[config.mk]
export PLATFORM = sky130hd
export DESIGN_NAME = crc_tx_generator
export DESIGN_NICKNAME = d
export VERILOG_FILES = /design/src/rtl/can_crc_pkg.sv /design/src/rtl/crc15_lfsr.sv /design/src/rtl/crc_tx_generator.sv
export SDC_FILE = /design/constraint.sdc
export NUM_CORES = 1
export LEC_CHECK = 0
export ABC_AREA = 1
export BUFFER_PORTS_ARGS = -buffer_cell sky130_fd_sc_hd__clkbuf_2
export CORE_MARGIN = 2
export CORE_UTILIZATION = 50
export CTS_CLUSTER_SIZE = 14
export DETAILED_ROUTE_END_ITERATION = 6
export GPL_TIMING_DRIVEN = 0
export PLACE_DENSITY = 0.67
export SYNTH_ARGS = -nofsm -noshare
export SYNTH_HDL_FRONTEND = slang
export SYNTH_SLANG_ARGS = --single-unit
[constraint.sdc]
create_clock -name clock -period 1.5 [get_ports clock]
set_input_delay 0.075 -clock clock [delete_from_list [all_inputs] [get_ports clock]]
set_output_delay 0.075 -clock clock [all_outputs]
set_load 0.05 [all_outputs]
[src/rtl/can_crc_pkg.sv]
// CAN CRC-15 constants, state encoding and single-bit step function.
// Shared by the transmit generator and the receive checker.
package can_crc_pkg;

  localparam int unsigned CRC_WIDTH   = 15;
  localparam int unsigned COUNT_WIDTH = 4;

  localparam logic [CRC_WIDTH-1:0] CRC_POLY = 15'h4599;
  localparam logic [CRC_WIDTH-1:0] CRC_INIT = 15'h0000;

  typedef enum logic [1:0] {
    IDLE  = 2'd0,
    ACCUM = 2'd1,
    SHIFT = 2'd2
  } crc_state_e;

  // Fold one destuffed bit into the running CRC.
  function automatic logic [CRC_WIDTH-1:0] crc15_step(input logic [CRC_WIDTH-1:0] crc,
                                                      input logic              data_bit);
    logic fb;
    fb = data_bit ^ crc[CRC_WIDTH-1];
    return {crc[CRC_WIDTH-2:0], 1'b0} ^ (fb ? CRC_POLY : CRC_WIDTH'(0));
  endfunction

endpackage

[src/rtl/crc15_lfsr.sv]
// CRC-15 accumulation register: clear beats load, and load may fold in
// the first bit in the same cycle.
module crc15_lfsr
  import can_crc_pkg::*;
(
  input  logic                 clock,
  input  logic                 reset,
  input  logic                 clear,
  input  logic                 load,
  input  logic                 advance,
  input  logic                 data_bit,
  output logic [CRC_WIDTH-1:0] crc
);

  logic [CRC_WIDTH-1:0] base_c;

  assign base_c = load ? CRC_INIT : crc;

  always_ff @(posedge clock) begin
    if (reset || clear) begin
      crc <= '0;
    end else if (advance) begin
      crc <= crc15_step(base_c, data_bit);
    end else if (load) begin
      crc <= CRC_INIT;
    end
  end

endmodule

[src/rtl/crc_tx_generator.sv]
// Transmit-side CAN CRC-15: accumulates frame bits, then serialises the
// 15-bit CRC field MSB-first on bit-time strobes.
module crc_tx_generator
  import can_crc_pkg::*;
(
  input  logic                 clock,
  input  logic                 reset,
  input  logic                 enable,
  input  logic                 start,
  input  logic                 data_bit,
  input  logic                 data_valid,
  input  logic                 crc_send,
  input  logic                 bit_ready,
  output logic                 crc_bit,
  output logic                 crc_bit_valid,
  output logic [CRC_WIDTH-1:0] crc_value,
  output logic                 busy,
  output logic                 crc_done,
  output logic                 protocol_error
);

  localparam logic [COUNT_WIDTH-1:0] LAST_COUNT = COUNT_WIDTH'(CRC_WIDTH - 1);

  crc_state_e             state_q, state_d;
  logic [CRC_WIDTH-1:0]   shift_q, shift_d;
  logic [COUNT_WIDTH-1:0] count_q, count_d;
  logic                   done_d;
  logic                   perr_d;
  logic                   lfsr_load_c;
  logic                   lfsr_adv_c;
  logic                   clear_c;

  assign clear_c = !enable;

  crc15_lfsr u_lfsr (
    .clock    (clock),
    .reset    (reset),
    .clear    (clear_c),
    .load     (lfsr_load_c),
    .advance  (lfsr_adv_c),
    .data_bit (data_bit),
    .crc      (crc_value)
  );

  // Shift register MSB is itself a flop, so crc_bit has no combinational path.
  assign crc_bit = shift_q[CRC_WIDTH-1];

  // Next-state, serialiser and LFSR control; start overrides every state.
  always_comb begin
    state_d     = state_q;
    shift_d     = shift_q;
    count_d     = count_q;
    done_d      = 1'b0;
    perr_d      = 1'b0;
    lfsr_load_c = 1'b0;
    lfsr_adv_c  = 1'b0;
    if (start) begin
      state_d     = ACCUM;
      shift_d     = '0;
      count_d     = '0;
      lfsr_load_c = 1'b1;
      lfsr_adv_c  = data_valid;
    end else begin
      case (state_q)
        IDLE: begin
          if (crc_send) perr_d = 1'b1;
        end
        ACCUM: begin
          lfsr_adv_c = data_valid;
          if (crc_send) begin
            state_d = SHIFT;
            shift_d = data_valid ? crc15_step(crc_value, data_bit) : crc_value;
            count_d = LAST_COUNT;
          end
        end
        SHIFT: begin
          if (data_valid || crc_send) perr_d = 1'b1;
          if (bit_ready) begin
            shift_d = {shift_q[CRC_WIDTH-2:0], 1'b0};
            if (count_q == '0) begin
              state_d = IDLE;
              done_d  = 1'b1;
            end else begin
              count_d = COUNT_WIDTH'(count_q - 1'b1);
            end
          end
        end
        default: state_d = IDLE;
      endcase
    end
  end

  always_ff @(posedge clock) begin
    if (reset || clear_c) begin
      state_q        <= IDLE;
      shift_q        <= '0;
      count_q        <= '0;
      busy           <= 1'b0;
      crc_bit_valid  <= 1'b0;
      crc_done       <= 1'b0;
      protocol_error <= 1'b0;
    end else begin
      state_q        <= state_d;
      shift_q        <= shift_d;
      count_q        <= count_d;
      busy           <= (state_d != IDLE);
      crc_bit_valid  <= (state_d == SHIFT);
      crc_done       <= done_d;
      protocol_error <= perr_d;
    end
  end

endmodule

# Yosys cells after proc, flatten, opt, wreduce, memory -nomap -nowiden
# Index checks and enable logic that the tools add are counted.
[word_totals]
register_bits = 40
in_bits = 8
out_inout_bits = 20
elab_cells = 56
[classes]
add_sub_neg = 1
eq_ne = 6
muxes = 24
bitwise_logic = 6
n_reduce_logical = 11
[op_table]
columns = ["op", "n"]
rows = [
  ["15-bit 2-to-1 mux", 7],
  ["15-bit case mux with 2 select lines", 1],
  ["15-bit XOR", 2],
  ["4-bit 2-to-1 mux", 3],
  ["2-bit 2-to-1 mux", 4],
  ["4-bit case mux with 2 select lines", 1],
  ["1-bit 2-to-1 mux", 6],
  ["2-bit inequality test, second input constant", 3],
  ["2-bit case mux with 3 select lines", 1],
  ["2-bit equality test, second input constant", 2],
  ["4-bit logical NOT", 1],
  ["4-bit AND reduction", 1],
  ["2-bit nonzero test", 2],
  ["4-bit OR reduction", 1],
  ["4-bit by 1-bit subtractor with 4-bit output, second input constant", 1],
  ["3-bit AND reduction", 1],
  ["2-bit by 1-bit equality test with 1-bit output, second input constant", 1],
  ["2-bit logical NOT", 1],
  ["1-bit logical OR", 2],
  ["1-bit NOT", 2],
  ["1-bit case mux with 2 select lines", 1],
  ["2-bit OR reduction", 1],
  ["1-bit XOR", 2],
  ["1-bit logical NOT", 1],
]

# Longest topological paths before layout
[depth]
depth_word = 6
depth_mapped = 9
ltp_nobuf = 9

# By module
# Synthesis repeated with hierarchy kept, for this count alone.
[unflattened]
hier_cells = 319
area_unflattened_um2 = 2197.1
[by_module_without_submodules]
columns = ["mod", "n_inst", "cells_each", "area_per_inst_um2"]
rows = [
  ["crc_tx_generator", 1, 215, 1435.1],
  ["crc15_lfsr", 1, 104, 762.0],
]

# Worst setup path before layout
# OpenSTA, ideal clock, no wires.
[synth_path]
path_kind = "reg-to-reg"
startpoint = "register u_lfsr.crc[14]"
endpoint = "register u_lfsr.crc[8]"
setup_time_ns = 0.109
t_arrival_ns = 1.463
required_ns = 1.391
slack_ns = -0.072
path_stages_with_launch = 8
synth_period_minus_slack_ns = 1.572
path_cell_list = "dfxtp_1 -> nand2_1 -> o21ai_4 -> inv_1 -> nand2_1 -> nand3_2 -> nand2_1 -> inv_1"
[synth_between]
elab_chain_cells = 5
[synth_rtl]
columns = ["element", "line_no", "text"]
rows = [
  ["start: declaration", "crc15_lfsr.sv:12", "output logic [CRC_WIDTH-1:0] crc"],
  ["start signal: assignment", "crc15_lfsr.sv:23", "crc <= crc15_step(base_c, data_bit);"],
  ["15-bit 2-to-1 mux", "--", ""],
  ["1-bit XOR", "can_crc_pkg.sv:21", "fb = data_bit ^ crc[CRC_WIDTH-1];"],
  ["15-bit 2-to-1 mux", "can_crc_pkg.sv:22", "return {crc[CRC_WIDTH-2:0], 1'b0} ^ (fb ? CRC_POLY : CRC_WIDTH'(0));"],
  ["15-bit XOR", "can_crc_pkg.sv:22", ""],
  ["15-bit 2-to-1 mux", "crc15_lfsr.sv:22", "end else if (advance) begin"],
]
# Every way passes these cells.
# A chain may end at the register's enable or synchronous reset.

# Final worst setup path
[layout_path]
startpoint = "register u_lfsr.crc[14]"
endpoint = "register u_lfsr.crc[14]"
[layout_between]
elab_chain_cells = 5
[layout_rtl]
columns = ["element", "line_no"]
rows = [
  ["15-bit 2-to-1 mux (*)", "--"],
  ["1-bit XOR", "can_crc_pkg.sv:21"],
  ["15-bit 2-to-1 mux", "can_crc_pkg.sv:22"],
  ["15-bit XOR", "can_crc_pkg.sv:22"],
  ["15-bit 2-to-1 mux (*)", "crc15_lfsr.sv:22"],
]
# Every way passes the cells marked *; elsewhere a longest branch is shown, timed or not.

==> out/qor.txt <==
GLOBAL ROUTE
------------------------------------------------------------------------------------
GRT Overall Usage .....................................................        0.224
GR Overflow Total .....................................................            0
Maximum number of pins on one net before global-route repair ..........           12
Wire length of the first global-routing pass ..........................      8.89 mm
Number of antenna violations at the first check in global routing .....            0
Vias in the first global route ........................................         1887

STA
------------------------------------------------------------------------------------
Worst slew margin relative to its limit ...............................        0.786
Final Slew Violations .................................................            0
Hold_ws ...............................................................      74.3 ps
Setup Total Neg Slack .................................................         0 ps
Setup repair after global routing missed its margin ...................        false
Number of endpoints with negative hold slack in the final report ......            0
Largest clock skew in the final design ................................      6.43 ps
Final period utilization ..............................................        0.882
Final setup violation count ...........................................            0
Minimum clock period after layout .....................................      1320 ps
Post-route worst setup slack ..........................................       178 ps
Pin slew with the least headroom to its limit .........................       321 ps
Max frequency .........................................................    0.756 GHz

CLOCK TREE
------------------------------------------------------------------------------------
Sinks on the clock net ................................................           40
Clock tree buffer depth ...............................................            2
Clock transition at the registers of the reported paths ...............        70 ps
Master cell of the clock root buffer ..................................     clkbuf_8
Clock latency on the worst-skew pair ..................................       290 ps
Number of CTS-inserted buffers ........................................            5
Clock tree from TritonCTS .............................................          yes
CTS HTree Levels ......................................................            2
Setup Buffers After CTS ...............................................            0
Hold buffer count at cts ..............................................            0

SYNTHESIS
------------------------------------------------------------------------------------
Post-synthesis area per instance ......................................   6.99 sq um
Cell type with the highest aggregate area in the netlist ..............      dfxtp_1
Distinct cell type count after synthesis ..............................           26
Sequential element share of the synthesized area ......................        0.363
Share of the synthesized area in the top cell type ....................        0.363
Number of enable-type register cells in the synthesized netlist .......            0
#FFs+latches synth ....................................................           40
Net count after synthesis .............................................          324
Main flop type after synthesis ........................................      dfxtp_1
Top cells by area in the synthesized netlist .......................... dfxtp_1, nand2_1, inv_1
Share of async-settable or async-resettable flops after synthesis .....            0
Mapped Area ...........................................................   2200 sq um
Number of instances in the synthesized netlist ........................          315
Yosys warning count ...................................................            0

POWER AND IR DROP
------------------------------------------------------------------------------------
LEAKAGE ...............................................................      1.10 nW
Ratio of total power to cell area .....................................  864 nW/um^2
Power, Total ..........................................................    0.00216 W
Worst vdd ir ..........................................................   0.000501 V

PLACE
------------------------------------------------------------------------------------
IO Port Bufs ..........................................................           27
Post-placement worst setup slack ......................................       185 ps
Weighted congestion at the end of routability-driven global placement .        0.906
Post-DP HPWL ..........................................................      4.00 mm
Placed standard-cell area .............................................   2400 sq um

DIE
------------------------------------------------------------------------------------
Cell row count ........................................................           24
Die height ............................................................      70.4 um
Floorplan die width ...................................................      70.4 um
Placeable Area ........................................................   4290 sq um
Initial Util ..........................................................        0.513
Boundary Pins .........................................................           28
Area of the die .......................................................   4950 sq um

SETUP PATH
------------------------------------------------------------------------------------
Kind of capture point of the worst setup path .........................         flop
Arrival time at the worst endpoint ....................................      1510 ps
Startpoint class of the critical path .................................         flop
Category of the critical setup timing path ............................ flop to flop
Largest fanout on the critical path ...................................            7
Data required time of the critical path ...............................      1690 ps

LAYOUT
------------------------------------------------------------------------------------
Cell area after layout ................................................   2500 sq um
Layout Area Growth over Synthesis .....................................        13.3%
Total area of sequential cells ........................................    802 sq um
Filler cell count .....................................................          420
Area of the multi-input gates .........................................   1110 sq um
Layout Nets ...........................................................          358
Share of post-route cells with drive strength above 1 .................        0.226
Antenna cell count ....................................................            0

DRT
------------------------------------------------------------------------------------
Number of nets still failing antenna checks after routing .............            0
Routed via count divided by cell count ................................         5.15
Routed WL .............................................................      5.18 mm
Number of detailed-routing iterations run before antenna repair .......            4
Remaining design rule violation count .................................            0
DR vias ...............................................................         2069
Iteration-0 DRC count of the detailed router ..........................          141
Routed len/inst .......................................................      12.9 um

WORST HOLD PATH
------------------------------------------------------------------------------------
Path type of the worst min-delay path ................................. primary input to flop

STATUS
------------------------------------------------------------------------------------
Result of the run ..................................................... complete, no violations

FLOW RUN
------------------------------------------------------------------------------------
Max-cap violations ....................................................            0

-- layout make-up --
cell class,instances,area share
inverters,48,0.0731
flip-flops and latches,40,0.321
clock buffers,8,0.0361
repair buffers,27,0.0541
plain buffers,13,0.0436
multi-input cells,214,0.446
well taps,52,0.0261
-- worst paths after layout --
check | start | slack, ps | depth (start not counted) | end
setup / recovery | u_lfsr.crc[14] | 180 | 7 | u_lfsr.crc[14]
hold / removal | bit_ready | 70 | 3 | crc_done
setup reg to reg | u_lfsr.crc[14] | 180 | 7 | u_lfsr.crc[14]
hold reg to reg | count_q[0] | 470 | 2 | count_q[0]
-- per-layer routing --
metal | wire, um | part of all wire | up-vias | GRT usage
met5 | 0 | 0 | - | 0
met4 | 121 | 0.023 | 0 | 0.0919
met3 | 237 | 0.046 | 10 | 0.0433
met2 | 2330 | 0.45 | 57 | 0.346
met1 | 2490 | 0.48 | 904 | 0.306
li1 | - | - | 1098 | -
-- sequential cells by signal, indices dropped and copies added (netlist names) --
signal	cells
crc_done	1
protocol_error	1
state_q	2
busy	1
crc_bit_valid	1
count_q	4
u_lfsr.crc	15
shift_q	15
-- cells in the mapped netlist (4+ instances only) --
master	count
nand2_1	47
inv_1	42
dfxtp_1	40
nand3_1	31
nor2_1	30
o21ai_0	29
a21oi_1	27
o21ai_1	12
o211ai_1	9
or2_2	7
inv_2	5
a21oi_2	4
buf_4	4
buf_6	4
nor2_4	4
o21ai_2	4
-- placed cells by master, fill, tap and decap left out, drive strengths merged --
master | netlist | layout
nand2 | 51 | 51
inv | 48 | 48
o21ai | 47 | 47
dfxtp | 40 | 40
clkbuf | 1 | 36
nor2 | 34 | 34
nand3 | 32 | 32
a21oi | 31 | 31
buf | 12 | 12
o211ai | 9 | 9
or2 | 7 | 7
nor3 | 2 | 2
ha | 1 | 1
-- worst max-delay path, cell delays in order (launching register included) --
cell,delay (ps)
dfxtp_2,370
nand2_1,200
o21ai_4,270
inv_1,130
nand2_1,70
nand3_1,90
nand2_1,70
inv_1,30
-- power breakdown --
| group | total, W | internal (W) | switching (W) | leakage [nW] |
|---|---|---|---|---|
| Sequential | 0.00110 | 0.00108 | 0.0000162 | 0.324 |
| Combinational | 0.000322 | 0.0000951 | 0.000227 | 0.727 |
| Clock | 0.000737 | 0.000375 | 0.000362 | 0.0455 |
| Total | 0.00216 | 0.00155 | 0.000605 | 1.10 |
-- timing repair --
action,CTS,global route
endpoints found under the hold margin,0,0
resized for setup,0,1
endpoints found under the setup margin,0,1
-- cell families (layout without fill, tap and decap cells) --
kind of cell | after synthesis | count (layout) | share of synthesized area
AND/OR/NAND/NOR | 126 | 126 | 0.267
AO/OA/AOI/OAI | 87 | 87 | 0.232
buffers and inverters | 61 | 96 | 0.132
flip-flops | 40 | 40 | 0.363
adder cells (fa/ha/maj) | 1 | 1 | 0.00568
-- metrics by stage --
stage,cells,utilization
2_1_floorplan,315,-
3_3_place_gp,394,0.560
3_5_place_dp,394,0.560
4_1_cts,402,0.581
5_1_grt,402,0.582
6_report,402,0.582
No activity file was read; power rests on OpenSTA's default activity.
